## src/rtl/fan_ctrl_pkg.sv

```systemverilog
// Shared constants and the channel mode encoding for the fan PWM divider.
package fan_ctrl_pkg;

    localparam int unsigned WIDTH_DEF      = 32;
    localparam int unsigned PERIOD_RST_DEF = 255;

    typedef enum logic {
        MODE_PWM    = 1'b0,
        MODE_TOGGLE = 1'b1
    } fan_mode_e;

endpackage : fan_ctrl_pkg

```

## src/rtl/fan_pwm_divider_if.sv

```systemverilog
// Settings/status bundle between a fan-control master and the divider.
interface fan_pwm_divider_if
    import fan_ctrl_pkg::*;
#(
    parameter int unsigned NUM_CH = 2,
    parameter int unsigned WIDTH  = WIDTH_DEF
);

    logic [WIDTH-1:0]        prescale_in;
    logic [NUM_CH-1:0]       enable_in;
    logic [NUM_CH-1:0]       mode_in;
    logic [NUM_CH*WIDTH-1:0] period_in;
    logic [NUM_CH*WIDTH-1:0] duty_in;
    logic [NUM_CH-1:0]       load_in;
    logic [NUM_CH-1:0]       busy_out;
    logic [NUM_CH-1:0]       wrap_out;
    logic [NUM_CH-1:0]       pwm_out;

    modport master (
        output prescale_in, enable_in, mode_in, period_in, duty_in, load_in,
        input  busy_out, wrap_out, pwm_out
    );

    modport slave (
        input  prescale_in, enable_in, mode_in, period_in, duty_in, load_in,
        output busy_out, wrap_out, pwm_out
    );

endinterface : fan_pwm_divider_if

```

## src/rtl/fan_pwm_divider_channel.sv

```systemverilog
// One divider channel: double-buffered period/duty, tick-driven counter,
// PWM or toggled output. New settings only land on a period boundary.
module fan_pwm_channel
    import fan_ctrl_pkg::*;
#(
    parameter int unsigned      WIDTH      = WIDTH_DEF,
    parameter logic [WIDTH-1:0] PERIOD_RST = WIDTH'(PERIOD_RST_DEF)
) (
    input  logic             clk_i,
    input  logic             rst_ni,
    input  logic             tick_i,
    input  logic             enable_i,
    input  fan_mode_e        mode_i,
    input  logic [WIDTH-1:0] period_i,
    input  logic [WIDTH-1:0] duty_i,
    input  logic             load_i,
    output logic             busy_o,
    output logic             wrap_o,
    output logic             pwm_o
);

    logic [WIDTH-1:0] cnt_q, cnt_d;
    logic [WIDTH-1:0] perAct_q, perAct_d;
    logic [WIDTH-1:0] dutyAct_q, dutyAct_d;
    logic [WIDTH-1:0] perPend_q, perPend_d;
    logic [WIDTH-1:0] dutyPend_q, dutyPend_d;
    logic             busy_q, busy_d;
    logic             wrap_q, wrap_d;
    logic             pwm_q, pwm_d;
    logic             atEnd;
    logic             applyNow;

    always_comb begin
        cnt_d      = cnt_q;
        perAct_d   = perAct_q;
        dutyAct_d  = dutyAct_q;
        perPend_d  = perPend_q;
        dutyPend_d = dutyPend_q;
        busy_d     = busy_q;
        wrap_d     = 1'b0;
        pwm_d      = pwm_q;

        // The >= compare keeps cnt+1 from ever overflowing, even at period = all ones.
        atEnd    = tick_i && (cnt_q >= perAct_q);
        applyNow = busy_q && (!enable_i || atEnd);

        if (applyNow) begin
            perAct_d  = perPend_q;
            dutyAct_d = dutyPend_q;
            busy_d    = 1'b0;
        end

        // A fresh load overrides a same-cycle apply: it becomes the next pending value.
        if (load_i) begin
            perPend_d  = period_i;
            dutyPend_d = duty_i;
            busy_d     = 1'b1;
        end

        if (!enable_i) begin
            cnt_d = '0;
            pwm_d = 1'b0;
        end else begin
            if (atEnd) begin
                cnt_d  = '0;
                wrap_d = 1'b1;
            end else if (tick_i) begin
                cnt_d = cnt_q + WIDTH'(1);
            end

            if (mode_i == MODE_TOGGLE) begin
                pwm_d = pwm_q ^ atEnd;
            end else begin
                pwm_d = (cnt_q < dutyAct_q);
            end
        end
    end

    always_ff @(posedge clk_i or negedge rst_ni) begin
        if (!rst_ni) begin
            cnt_q      <= '0;
            perAct_q   <= PERIOD_RST;
            dutyAct_q  <= '0;
            perPend_q  <= '0;
            dutyPend_q <= '0;
            busy_q     <= 1'b0;
            wrap_q     <= 1'b0;
            pwm_q      <= 1'b0;
        end else begin
            cnt_q      <= cnt_d;
            perAct_q   <= perAct_d;
            dutyAct_q  <= dutyAct_d;
            perPend_q  <= perPend_d;
            dutyPend_q <= dutyPend_d;
            busy_q     <= busy_d;
            wrap_q     <= wrap_d;
            pwm_q      <= pwm_d;
        end
    end

    assign busy_o = busy_q;
    assign wrap_o = wrap_q;
    assign pwm_o  = pwm_q;

endmodule : fan_pwm_channel

```

## src/rtl/fan_pwm_divider.sv

```systemverilog
// Fan-control divider top: one free-running shared prescaler feeding NUM_CH
// independent PWM/toggle channels.
module fan_pwm_divider
    import fan_ctrl_pkg::*;
#(
    parameter int unsigned      NUM_CH     = 2,
    parameter int unsigned      WIDTH      = WIDTH_DEF,
    parameter logic [WIDTH-1:0] PERIOD_RST = WIDTH'(PERIOD_RST_DEF)
) (
    input  logic             clk_in,
    input  logic             rst_n_in,
    fan_pwm_divider_if.slave bus
);

    logic [WIDTH-1:0]  preCnt_q, preCnt_d;
    logic              tick;
    logic [NUM_CH-1:0] busyVec;
    logic [NUM_CH-1:0] wrapVec;
    logic [NUM_CH-1:0] pwmVec;

    // Shrinking prescale_in below the live count still wraps on the next clock.
    always_comb begin
        tick     = (preCnt_q >= bus.prescale_in);
        preCnt_d = tick ? '0 : preCnt_q + WIDTH'(1);
    end

    always_ff @(posedge clk_in or negedge rst_n_in) begin
        if (!rst_n_in) begin
            preCnt_q <= '0;
        end else begin
            preCnt_q <= preCnt_d;
        end
    end

    for (genvar c = 0; c < int'(NUM_CH); c++) begin : g_ch
        fan_pwm_channel #(
            .WIDTH      (WIDTH),
            .PERIOD_RST (PERIOD_RST)
        ) u_channel (
            .clk_i    (clk_in),
            .rst_ni   (rst_n_in),
            .tick_i   (tick),
            .enable_i (bus.enable_in[c]),
            .mode_i   (fan_mode_e'(bus.mode_in[c])),
            .period_i (bus.period_in[c*WIDTH +: WIDTH]),
            .duty_i   (bus.duty_in[c*WIDTH +: WIDTH]),
            .load_i   (bus.load_in[c]),
            .busy_o   (busyVec[c]),
            .wrap_o   (wrapVec[c]),
            .pwm_o    (pwmVec[c])
        );
    end

    assign bus.busy_out = busyVec;
    assign bus.wrap_out = wrapVec;
    assign bus.pwm_out  = pwmVec;

endmodule : fan_pwm_divider
```

## src/flat_wrapper.sv

```systemverilog
// flat-port wrapper written by rule: the top's interface ports become plain ports
module fan_pwm_divider_flat import fan_ctrl_pkg::*;
#(
    parameter int unsigned      NUM_CH     = 2,
    parameter int unsigned      WIDTH      = WIDTH_DEF,
    parameter logic [WIDTH-1:0] PERIOD_RST = WIDTH'(PERIOD_RST_DEF)
)
  (clk_in, rst_n_in, bus_prescale_in, bus_enable_in, bus_mode_in, bus_period_in, bus_duty_in, bus_load_in, bus_busy_out, bus_wrap_out, bus_pwm_out);
  fan_pwm_divider_if #(.NUM_CH(NUM_CH), .WIDTH(WIDTH)) bus_i ();
  input  logic clk_in;
  input  logic rst_n_in;
  input wire logic [$bits(bus_i.prescale_in)-1:0] bus_prescale_in;
  input wire logic [$bits(bus_i.enable_in)-1:0] bus_enable_in;
  input wire logic [$bits(bus_i.mode_in)-1:0] bus_mode_in;
  input wire logic [$bits(bus_i.period_in)-1:0] bus_period_in;
  input wire logic [$bits(bus_i.duty_in)-1:0] bus_duty_in;
  input wire logic [$bits(bus_i.load_in)-1:0] bus_load_in;
  output wire logic [$bits(bus_i.busy_out)-1:0] bus_busy_out;
  output wire logic [$bits(bus_i.wrap_out)-1:0] bus_wrap_out;
  output wire logic [$bits(bus_i.pwm_out)-1:0] bus_pwm_out;
  assign bus_i.prescale_in = bus_prescale_in;
  assign bus_i.enable_in = bus_enable_in;
  assign bus_i.mode_in = bus_mode_in;
  assign bus_i.period_in = bus_period_in;
  assign bus_i.duty_in = bus_duty_in;
  assign bus_i.load_in = bus_load_in;
  assign bus_busy_out = bus_i.busy_out;
  assign bus_wrap_out = bus_i.wrap_out;
  assign bus_pwm_out = bus_i.pwm_out;
  fan_pwm_divider #(.NUM_CH(NUM_CH), .WIDTH(WIDTH), .PERIOD_RST(PERIOD_RST)) u_core (.clk_in(clk_in), .rst_n_in(rst_n_in), .bus(bus_i));
endmodule
```

## config.mk

```make
export PLATFORM = sky130hd
export DESIGN_NAME = fan_pwm_divider_flat
export DESIGN_NICKNAME = d
export VERILOG_FILES = /design/src/rtl/fan_ctrl_pkg.sv /design/src/rtl/fan_pwm_divider_if.sv /design/src/rtl/fan_pwm_divider_channel.sv /design/src/rtl/fan_pwm_divider.sv /design/src/flat_wrapper.sv
export SDC_FILE = /design/constraint.sdc
export NUM_CORES = 1
export LEC_CHECK = 0
export BUFFER_PORTS_ARGS = -buffer_cell sky130_fd_sc_hd__buf_2
export CORE_MARGIN = 4
export CORE_UTILIZATION = 45
export CTS_CLUSTER_SIZE = 40
export DETAILED_ROUTE_END_ITERATION = 6
export PLACE_DENSITY_LB_ADDON = 0.15
export SYNTH_ARGS = -nofsm -noshare
export SYNTH_HDL_FRONTEND = slang
export SYNTH_SLANG_ARGS = --single-unit
```

## constraint.sdc

```tcl
create_clock -name clk_in -period 5.5 [get_ports clk_in]
set_input_delay 0.55 -clock clk_in [delete_from_list [all_inputs] [get_ports clk_in]]
set_output_delay 0.55 -clock clk_in [all_outputs]
set_load 0.02 [all_outputs]
```

Word-level counts from Yosys, hierarchy flattened

Cells that the tools add are included.

Register bits: 358
Input port bits: 168
Word-level logic and storage cells: 58

Add/subtract/negate cells: 3
$lt $le $gt $ge: 5
Eq/ne operators: 2
Muxes and demuxes: 19
Bitwise operators: 2
Reductions and logical operators: 10

Operators with widths:

| operator              | count |
|---|---|
| $mux 32               | 7 |
| $add 32x1->32 const B | 3 |
| $ge 32x32->1          | 3 |
| $lt 32x32->1          | 2 |
| $mux 1                | 12 |
| $ne 3x1->1 const B    | 2 |
| $logic_and 1x1->1     | 4 |
| $reduce_bool 2->1     | 2 |
| $logic_not 1->1       | 2 |
| $logic_or 1x1->1      | 2 |
| $xor 1x1->1           | 2 |

Longest topological paths before layout

Gate-level depths: netlist (run 1).

Word-level depth: 6
Mapped depth: 12

By module

Synthesis (run 1) repeated with hierarchy kept, for this count alone.

Cell total of the unflattened synthesis: 1,631
Area total of the unflattened synthesis: 18,607.8 um^2

By module, submodules not included:

| module          | times used | cells an instance | area each (um^2) | sequential area each (um^2) |
|---|---|---|---|---|
| fan_pwm_channel | 2          | 677               | 8,094.0          | 4,088.9 |
| fan_pwm_divider | 1          | 277               | 2,419.8          | 800.8 |

Worst setup path after synthesis (run 1)

Ideal clock, no wire load.

Path kind: input-to-reg
Start point: in bus_prescale_in[5]
End point: reg u_core.g_ch[1].u_channel.dutyAct_q[3]
Library setup time: 128 ps
Data arrival time: 2,685 ps
Data required time: 5,372 ps
Setup slack: 2,687 ps
Stages on the path: 11
Path through: inv_1 -> ha_1 -> a21o_1 -> a221oi_1 -> o21ai_1 -> a211o_1 -> buf_2 -> o21ai_2 -> nor2_4 -> buf_2 -> mux2_1

Longest elaborated chain between the ends: 4

Ends and longest elaborated chain:

| element              | line                          | RTL |
|---|---|---|
| start, declared      | flat_wrapper.sv:12            | `input wire logic [$bits(bus_i.prescale_in)-1:0] bus_prescale_in;` |
| $ge 32x32->1         | fan_pwm_divider.sv:23         | `tick = (preCnt_q >= bus.prescale_in);` |
| $logic_and 1x1->1    | fan_pwm_divider_channel.sv:44 | `atEnd = tick_i && (cnt_q >= perAct_q);` |
| $logic_or 1x1->1     | fan_pwm_divider_channel.sv:45 | `applyNow = busy_q && (!enable_i \|\| atEnd);` |
| $logic_and 1x1->1    | fan_pwm_divider_channel.sv:45 |  |
| end signal, assigned | fan_pwm_divider_channel.sv:92 | `dutyAct_q <= dutyAct_d;` |
| end, declared        | fan_pwm_divider_channel.sv:24 | `logic [WIDTH-1:0] dutyAct_q, dutyAct_d;` |

Every way passes these cells.
A chain may end at the register's enable or synchronous reset.

Final worst setup path (run 1)

Start point: reg u_core.preCnt_q[27]
End point: reg u_core.g_ch[0].u_channel.dutyAct_q[2]

Longest elaborated chain between the ends: 4

Ends and longest elaborated chain:

| element                | line                          | RTL |
|---|---|---|
| start, declared        | fan_pwm_divider.sv:15         | `logic [WIDTH-1:0] preCnt_q, preCnt_d;` |
| start signal, assigned | fan_pwm_divider.sv:31         | `preCnt_q <= preCnt_d;` |
| $ge 32x32->1           | fan_pwm_divider.sv:23         |  |
| $logic_and 1x1->1      | fan_pwm_divider_channel.sv:44 |  |
| $logic_or 1x1->1       | fan_pwm_divider_channel.sv:45 |  |
| $logic_and 1x1->1      | fan_pwm_divider_channel.sv:45 |  |
| end signal, assigned   | fan_pwm_divider_channel.sv:92 |  |
| end, declared          | fan_pwm_divider_channel.sv:24 |  |

Every way passes these cells.

==> results.yml, run 1 <==
run_status:
  status: "completed"
cts:
  path_clk_slew_ns: 0.06
  cts-root-buf: "clkbuf_16"
  ctsLongestPathBuffers: 3
  htreeDepth: 2
  ctsResizeCount: 0
  numCtsBuffers: 40
  insertion_delay_ns: 0.57
  cts.sinks: 358
  cts_tree: "done"
synth:
  synth_mux_area_share_pct: 15.2
  synthCells: 1695
  netlist.area_leader.share_pct: 45.2
  syn_nets: 2024
  synth_top_flop_cell: "dfrtp_1"
  ys_warn_count: 0
  synthTopCellsByArea: "dfrtp_1 (45%), mux2_2 (14%), ha_1 (11%)"
  ys_ff_latch: 358
  synth_edf_count: 0
  synth_top_family_by_area: "multiplexers"
  synth_area_um2: 19000
  synth.distinct_cells: 76
  syn_avg_cell_area_um2: 11.2
  ys_seq_area_share_pct: 47.4
  synth-simple-area-share_pct: 10.5
  synth_compound_area_share_pct: 9.31
  async_flop_share_pct: 100
  synth_xor_area_share_pct: 1.89
  synth_adder_area_share_pct: 10.6
  synth_top_area_cell: "dfrtp_1"
timing:
  rsz0062_at_grt: "no"
  setup_violations: 0
  hold_violations: 0
  fin_crit_ns: 3.87
  finClkSkew_ns: 0.0332
  slew_headroom_pct: 20.8
  setup_tns_ns: 0
  fmax_mhz: 259
  fin_crit_sh_pct: 70.3
  worst_slew_pin_slew_ns: 1.18
  finalMaxSlewViolations: 0
detailed_routing:
  drt_first_pass_iters: 5
  ant_nets: 0
  vias_per_cell: 5.46
  wl_per_cell_um: 17.7
  drt-total-wl_um: 42900
  drc: 0
  vias: 13231
  drtIter0Drc: 697
placed_design:
  io_buffers: 173
  dp_hpwl_um: 30400
  globalplace.congestion: 0.844
floorplan:
  dieArea_um2: 45500
  placementRows: 74
  ios: 174
  start_util_pct: 46.0
  die_w_um: 213
  core_area_um2: 41200
  die_h_um: 213
global_route:
  grt_pass1_vias: 13505
  gr-usage-all-layers_pct: 19.0
  overflow: 0
  antenna_found_initial: 2
  grt_pass1_wl_um: 70200
  grt_max_degree: 157
flow_run:
  drv_cap: 0
setup_path:
  critPathRequiredTime_ns: 5.94
  path_max_fanout: 64
  path_class: "reg2reg"
  arrival_ns: 4.31
  crit_path_start_kind: "register"
  cp-end-kind: "register"
layout:
  final_util_pct: 52.5
  nets: 2191
  final_layout_size_suffix_gt1_share_pct: 27.8
  multi_input_comb_area_um2: 9000
  regArea_um2: 8980
  fillers: 3684
  area_growth_pct: 14.1
power:
  ir_worst_vdd_v: 0.000232
  p_leak_nw: 10.2
  power_density_nw_per_um2: 413
worst_hold_path:
  hold_class: "in2reg"
[cell usage in the layout, fill, tap and decap left out, drive strengths merged, types with 16 or more instances in the layout]
cell / netlist / final
or4: 25 / 25
dfstp: 16 / 16
inv: 168 / 170
o31ai: 20 / 20
nor3: 16 / 16
xor2: 32 / 32
o21ai: 56 / 56
a21o: 16 / 16
nor4: 17 / 17
dfrtp: 342 / 342
clkbuf: 28 / 59
a21oi: 77 / 77
buf: 33 / 185
nand3: 49 / 49
nand4: 38 / 38
nor2: 95 / 95
nand2: 86 / 86
ha: 161 / 161
mux2: 256 / 256
[area by class of cell]
cell class | count | area share (%)
multi-input combinational | 1107 | 41.6
sequential | 358 | 41.5
clock buffer | 59 | 5.33
timing repair buffer | 186 | 4.69
tap | 532 | 3.08
inverter | 169 | 2.93
clock inverter | 13 | 0.827
antenna | 1 | 0.0116
[where the power goes]
part	switching, mW	internal [mW]
registers	0.483	3.38
logic	1.20	1.15
clock network	1.08	1.64
[metal layers]
layer,part of all wire (%),global-route usage [%]
met4,2.1,5.30
met5,0.070,0
met1,50,28.5
met2,43,28.4
met3,4.9,3.70
[worst max-delay path, cell delays in order (launching register included)]
cell     delay, ns
dfrtp_1       0.42
ha_1          0.34
nand4_1       0.12
or4_1         0.63
nand2_1       0.12
o32a_1        0.39
o21a_2        0.37
nand3_4       0.74
mux2_1        0.60
[cell usage after synthesis, drive strengths merged (8+ instances only)]
cell type  instances
a211oi             8
o21a              13
a21o              16
clkbuf            28
nand2             86
nand3             49
buf               33
a21oi             77
inv              168
dfrtp            342
o31ai             20
nor2              95
xor2              32
or3               10
mux2             256
nor3              16
xnor2              9
o21ai             56
dfstp             16
nor4              17
a22o              14
and3              14
o211ai            14
nand4             38
or4               25
ha               161
[cell families after synthesis]
kind of cell / count (synthesis)
adders and majority gates: 161
muxes: 256
DFF: 358
and+or+nand+nor: 382
xor gates and xnor gates: 41
AOI/OAI and AO/OA: 267
buffers and inverters: 230
[path summary, 6_finish.rpt]
check	startpoint	to	slack, ns	depth (start not counted)
setup / recovery	u_core.preCnt_q[27]	u_core.g_ch[0].u_channel.dutyAct_q[2]	1.63	8
hold / removal	bus_period_in[15]	u_core.g_ch[0].u_channel.perPend_q[15]	0.22	2
setup reg to reg	u_core.preCnt_q[27]	u_core.g_ch[0].u_channel.dutyAct_q[2]	1.63	8
hold reg to reg	u_core.g_ch[1].u_channel.dutyAct_q[5]	u_core.g_ch[1].u_channel.dutyAct_q[5]	0.49	1
max in group asynchronous	rst_n_in	u_core.g_ch[0].u_channel.perPend_q[30]	3.69	3
min in group asynchronous	rst_n_in	u_core.g_ch[1].u_channel.dutyPend_q[13]	0.56	2
[repair_timing]
action | 4_1_cts | 5_1_grt
hold buffers | 1 | 0
endpoints found under the setup margin | 0 | 0
endpoints found under the hold margin | 47 | 0
buffers inserted | 0 | 0
[registers in the layout (all words and copies together) (netlist names)]
signal / count
u_core.preCnt_q: 32
u_core.g_ch.u_channel.perAct_q: 64
u_core.g_ch.u_channel.perPend_q: 64
u_core.g_ch.u_channel.dutyPend_q: 64
u_core.g_ch.u_channel.cnt_q: 64
u_core.g_ch.u_channel.busy_o: 2
u_core.g_ch.u_channel.pwm_o: 2
u_core.g_ch.u_channel.dutyAct_q: 64
u_core.g_ch.u_channel.wrap_o: 2
[metrics by stage]
step / hold slack [ns] / setup WS [ns] / cells / cell area (um^2) / power (mW)
2_1_floorplan: 0.254 / 2.69 / 1695 / 19000 / 5.57
3_3_place_gp: 0.472 / 1.49 / 2351 / 20300 / 6.15
3_5_place_dp: 0.481 / 1.41 / 2351 / 20300 / 6.28
4_1_cts: 0.185 / 1.65 / 2424 / 21600 / 9.06
5_1_grt: 0.198 / 1.46 / 2424 / 21600 / 9.58
6_report: 0.216 / 1.63 / 2425 / 21600 / 8.94
Power figures use the tool's default switching activity.
==> run 2: changes to the inputs <==
==> constraint.sdc (replaced) <==
create_clock -name clk_in -period 3.4 [get_ports clk_in]
set_input_delay 0.34 -clock clk_in [delete_from_list [all_inputs] [get_ports clk_in]]
set_output_delay 0.34 -clock clk_in [all_outputs]
set_load 0.02 [all_outputs]
==> results.yml, run 2 (same netlist as run 1, synthesis figures left out) <==
cts:
  cts_tree: "done"
  cts-root-buf: "clkbuf_16"
  insertion_delay_ns: 0.57
  numCtsBuffers: 40
  ctsLongestPathBuffers: 3
  postCtsSetupBuffers: 0
  path_clk_slew_ns: 0.06
  htreeDepth: 2
  cts.sinks: 358
floorplan:
  core_area_um2: 41200
  die_w_um: 213
  placementRows: 74
  dieArea_um2: 45500
  ios: 174
  start_util_pct: 46.0
  die_h_um: 213
timing:
  fin_crit_ns: 3.23
  finClkSkew_ns: 0.0304
  slew_headroom_pct: 25.8
  hold_violations: 0
  fmax_mhz: 310
  setup_violations: 0
  finalMaxSlewViolations: 0
  fin_crit_sh_pct: 94.9
  worst_slew_pin_slew_ns: 1.11
  setup_tns_ns: 0
  rsz0062_at_grt: "no"
layout:
  area_growth_pct: 20.8
  final_layout_size_suffix_gt1_share_pct: 28.2
  multi_input_comb_area_um2: 9010
  final_util_pct: 55.6
  fillers: 3523
  regArea_um2: 8980
  antenna_cells: 0
  mostFrequentLayoutCells: "dfrtp_1 (342), mux2_2 (240), buf_2 (172), inv_1 (168), ha_1 (161)"
  nets: 2318
  layout_commonest_cell: "dfrtp_1"
setup_path:
  path_class: "reg2reg"
  r2r_slack_ns: 0.17
  r2r_end: "u_core.g_ch[0].u_channel.cnt_q[5]"
  crit_path_start_kind: "register"
  critPathRequiredTime_ns: 3.91
  cp-end-kind: "register"
  r2r_start: "u_core.g_ch[0].u_channel.perAct_q[2]"
  arrival_ns: 3.73
  reg2regPathDepth: 10
  path_max_fanout: 14
power:
  p_leak_nw: 10.9
  power_density_nw_per_um2: 649
  ir_worst_vdd_v: 0.000319
detailed_routing:
  drtIter0Drc: 641
  drt-total-wl_um: 44700
  vias_per_cell: 5.38
  wl_per_cell_um: 17.5
  vias: 13722
  drt_first_pass_iters: 5
  drc: 0
  ant_nets: 0
global_route:
  grt_pass1_vias: 14167
  antenna_found_initial: 0
  grt_pass1_wl_um: 74200
  gr-usage-all-layers_pct: 20.1
  overflow: 0
  grt_max_degree: 98
placed_design:
  globalplace.congestion: 0.854
  dp_hpwl_um: 32300
  io_buffers: 173
worst_hold_path:
  hold_depth: 2
  hold_class: "in2reg"
  worstHoldStart: "bus_period_in[28]"
  hold_end: "u_core.g_ch[0].u_channel.perPend_q[28]"
run_status:
  status: "completed"
flow_run:
  drv_cap: 0
-- run 2: what timing repair did --
| item | in CTS | in global routing |
|---|---|---|
| hold buffers | 90 | 0 |
| setup endpoints to repair | 0 | 26 |
| gates resized for setup | 0 | 1 |
| hold endpoints to repair | 163 | 0 |
-- run 2: area by class of cell --
| cell class | instances | share of cell area, % |
|---|---|---|
| sequential | 358 | 39.2 |
| timing repair buffer | 313 | 9.62 |
| multi-input combinational | 1107 | 39.3 |
| inverter | 169 | 2.77 |
| clock inverter | 15 | 1.02 |
| clock buffer | 58 | 5.15 |
| tap | 532 | 2.91 |
-- run 2: layer usage --
| metal | global-route usage [%] | wire (um) | up-vias |
|---|---|---|---|
| met2 | 31.0 | 19700 | 264 |
| met5 | 0 | 0 | - |
| met3 | 3.00 | 1860 | 59 |
| met1 | 29.9 | 22100 | 6729 |
| li1 | - | - | 6670 |
| met4 | 5.83 | 982 | 0 |
-- run 2: power breakdown --
part | switching, mW | internal, mW | total (mW)
Combinational | 2.02 | 1.99 | 4.01
Sequential | 0.785 | 5.46 | 6.25
Clock | 1.74 | 2.87 | 4.61
Total | 4.55 | 10.3 | 14.9
-- run 2: worst max path at each step --
stage | cells past startpoint | endpoint | startpoint
4_1_cts | 9 | u_core.g_ch[1].u_channel.perAct_q[26] | u_core.preCnt_q[29]
2_1_floorplan | 10 | u_core.g_ch[0].u_channel.dutyAct_q[10] | u_core.g_ch[0].u_channel.perAct_q[7]
3_5_place_dp | 11 | u_core.g_ch[1].u_channel.perAct_q[30] | bus_prescale_in[19]
3_3_place_gp | 10 | u_core.g_ch[0].u_channel.cnt_q[5] | u_core.g_ch[0].u_channel.perAct_q[2]
6_report | 10 | u_core.g_ch[0].u_channel.cnt_q[5] | u_core.g_ch[0].u_channel.perAct_q[2]
5_1_grt | 10 | u_core.g_ch[0].u_channel.cnt_q[5] | u_core.g_ch[0].u_channel.perAct_q[2]
-- run 2: critical path: stages (launching register included) --
cell	delay (ns)
dfstp_2	0.53
inv_1	0.05
ha_1	0.28
a211o_1	0.29
a31oi_1	0.18
o21ai_0	0.14
a211o_1	0.39
a211o_1	0.37
buf_4	0.20
nor2_2	0.48
a22o_1	0.25
-- run 2: through the flow --
step	power (mW)	cells	instance area [um^2]	hold slack, ns	worst slack, ns
after floorplan	9.01	1695	19000	0.0444	0.705
after global placement	10.0	2389	20600	0.395	0.188
after detailed placement	10.3	2389	20600	0.403	0.147
after CTS	15.1	2552	22900	0.000337	0.151
after global routing	15.9	2552	22900	0.00943	0.0104
final	14.9	2552	22900	0.0272	0.175
==> run 3: changes to the inputs <==
--- a/config.mk
+++ b/config.mk
@@ -6,11 +6,13 @@
 export NUM_CORES = 1
 export LEC_CHECK = 0
 export BUFFER_PORTS_ARGS = -buffer_cell sky130_fd_sc_hd__buf_2
+export CAP_MARGIN = 10
 export CORE_MARGIN = 4
 export CORE_UTILIZATION = 45
 export CTS_CLUSTER_SIZE = 40
 export DETAILED_ROUTE_END_ITERATION = 6
 export PLACE_DENSITY_LB_ADDON = 0.15
+export REMOVE_ABC_BUFFERS = 1
 export SYNTH_ARGS = -nofsm -noshare
 export SYNTH_HDL_FRONTEND = slang
 export SYNTH_SLANG_ARGS = --single-unit
==> results.yml, run 3 (same netlist as run 1, synthesis figures left out) <==
floorplan:
  core_area_um2: 41200
  die_h_um: 213
  ios: 174
  die_w_um: 213
  placementRows: 74
  start_util_pct: 46.0
  dieArea_um2: 45500
cts:
  ctsLongestPathBuffers: 3
  htreeDepth: 2
  numCtsBuffers: 40
  insertion_delay_ns: 0.55
  cts.sinks: 358
  cts-root-buf: "clkbuf_16"
  ctsResizeCount: 0
  path_clk_slew_ns: 0.06
  cts_tree: "done"
global_route:
  grt_pass1_vias: 13942
  grt_pass1_wl_um: 72800
  gr-usage-all-layers_pct: 19.7
  overflow: 0
  antenna_found_initial: 1
  grt_max_degree: 90
layout:
  final_layout_size_suffix_gt1_share_pct: 28.5
  fillers: 3571
  layout_commonest_cell: "dfrtp_1"
  layout.cells.non_filler: 2534
  mostFrequentLayoutCells: "dfrtp_1 (342), mux2_2 (240), buf_2 (172), inv_1 (168), ha_1 (161)"
  antenna_cells: 0
  nets: 2303
  fin_area_um2: 22600
  area_growth_pct: 19.3
detailed_routing:
  wl_met3_um: 1870
  top_layer: "met5"
  met1_length_um: 21600
  drtIter0Drc: 836
  vias_per_cell: 5.35
  wl_met2_um: 19200
  drt_first_pass_iters: 5
  drt-total-wl_um: 43400
  drc: 0
  ant_nets: 0
  vias: 13560
  wl_per_cell_um: 17.1
placed_design:
  globalplace.congestion: 0.834
  placedInstanceArea_um2: 20600
  io_buffers: 173
  dp_hpwl_um: 31300
  place_inst: 2396
timing:
  fin_crit_sh_pct: 91.9
  fmax_mhz: 320
  finalMaxSlewViolations: 0
  hold_violations: 0
  finClkSkew_ns: 0.0151
  setup_violations: 0
  slew_headroom_pct: 42.5
  worst_slew_pin_slew_ns: 0.862
  fin_crit_ns: 3.13
  rsz0062_at_grt: "no"
setup_path:
  path_max_fanout: 14
  crit_path_start_kind: "register"
  path_class: "reg2reg"
  arrival_ns: 3.61
  cp-end-kind: "register"
  reg2regPathDepth: 10
  crit_path_start: "u_core.g_ch[0].u_channel.perAct_q[2]"
  critPathRequiredTime_ns: 3.88
  r2r_end: "u_core.g_ch[0].u_channel.cnt_q[5]"
  r2r_slack_ns: 0.27
  r2r_start: "u_core.g_ch[0].u_channel.perAct_q[2]"
  crit_end: "u_core.g_ch[0].u_channel.cnt_q[5]"
run_status:
  status: "completed"
flow_run:
  drv_cap: 0
worst_hold_path:
  hold_class: "in2reg"
power:
  totalPowerFinal_mw: 14.4
  ir_worst_vdd_v: 0.000337
  power_density_nw_per_um2: 638
  p_leak_nw: 10.7
## run 3: cell count changes in the layout (fill, tap and decap cells not counted), moves of 2 or more
cell           change
inv_6              -2
buf_4              +6
bufinv_16          -4
clkbuf_1           +2
dlygate4sd3_1     -22
## run 3: worst min-delay path by stage
stage	start	endpoint	slack (ns)	cells past startpoint
final	bus_period_in[29]	u_core.g_ch[0].u_channel.perPend_q[29]	0.03	2
after global routing	bus_period_in[29]	u_core.g_ch[0].u_channel.perPend_q[29]	0.008	2
after CTS	bus_duty_in[16]	u_core.g_ch[0].u_channel.dutyPend_q[16]	0.0001	2
after detailed placement	rst_n_in	u_core.g_ch[1].u_channel.dutyPend_q[16]	0.41	1
after global placement	rst_n_in	u_core.g_ch[1].u_channel.dutyPend_q[16]	0.41	1
after floorplan	rst_n_in	u_core.g_ch[0].u_channel.busy_o	0.04	0
## run 3: final cells by class
class / count / area [um^2] / share of cell area (%)
tap: 532 / 666 / 2.94
timing repair buffer: 298 / 2050 / 9.05
multi-input combinational: 1107 / 9000 / 39.8
inverter: 169 / 634 / 2.81
clock buffer: 59 / 1170 / 5.19
clock inverter: 11 / 108 / 0.476
sequential: 358 / 8980 / 39.7
## run 3: report_power, final
part	total, mW	switching [mW]	internal, mW
combinational	3.98	2.00	1.98
clock	4.24	1.70	2.53
sequential	6.21	0.752	5.46
total	14.4	4.45	9.97
## run 3: critical path: stages (launching register included)
cell and delay [ns]:
dfstp_2 0.53, inv_1 0.04, ha_1 0.28, a211o_1 0.29
a31oi_1 0.15, o21ai_0 0.12, a211o_1 0.37, a211o_1 0.32
buf_4 0.19, nor2_2 0.50, a22o_1 0.26
## run 3: metal layers
| layer | vias up | track usage [%] |
|---|---|---|
| met2 | 261 | 30.3 |
| met3 | 51 | 2.89 |
| li1 | 6611 | - |
| met4 | 2 | 4.75 |
| met5 | - | 0 |
| met1 | 6635 | 29.5 |
## run 3: repair_timing
| item | 4_1_cts | 5_1_grt |
|---|---|---|
| hold endpoints to repair | 136 | 0 |
| hold buffers | 68 | 0 |
| buffers inserted | 0 | 0 |
## run 3: metrics by stage
step | setup TNS (ns) | worst slack, ns | util (%) | hold WS (ns)
after global placement | 0 | 0.329 | 50.1 | 0.406
after detailed placement | 0 | 0.301 | 50.1 | 0.411
final | 0 | 0.275 | 54.9 | 0.0334
after global routing | 0 | 0.0926 | 54.9 | 0.00761
after CTS | 0 | 0.270 | 54.9 | 0.000103
after floorplan | -0.0500 | -0.00102 | - | 0.0444
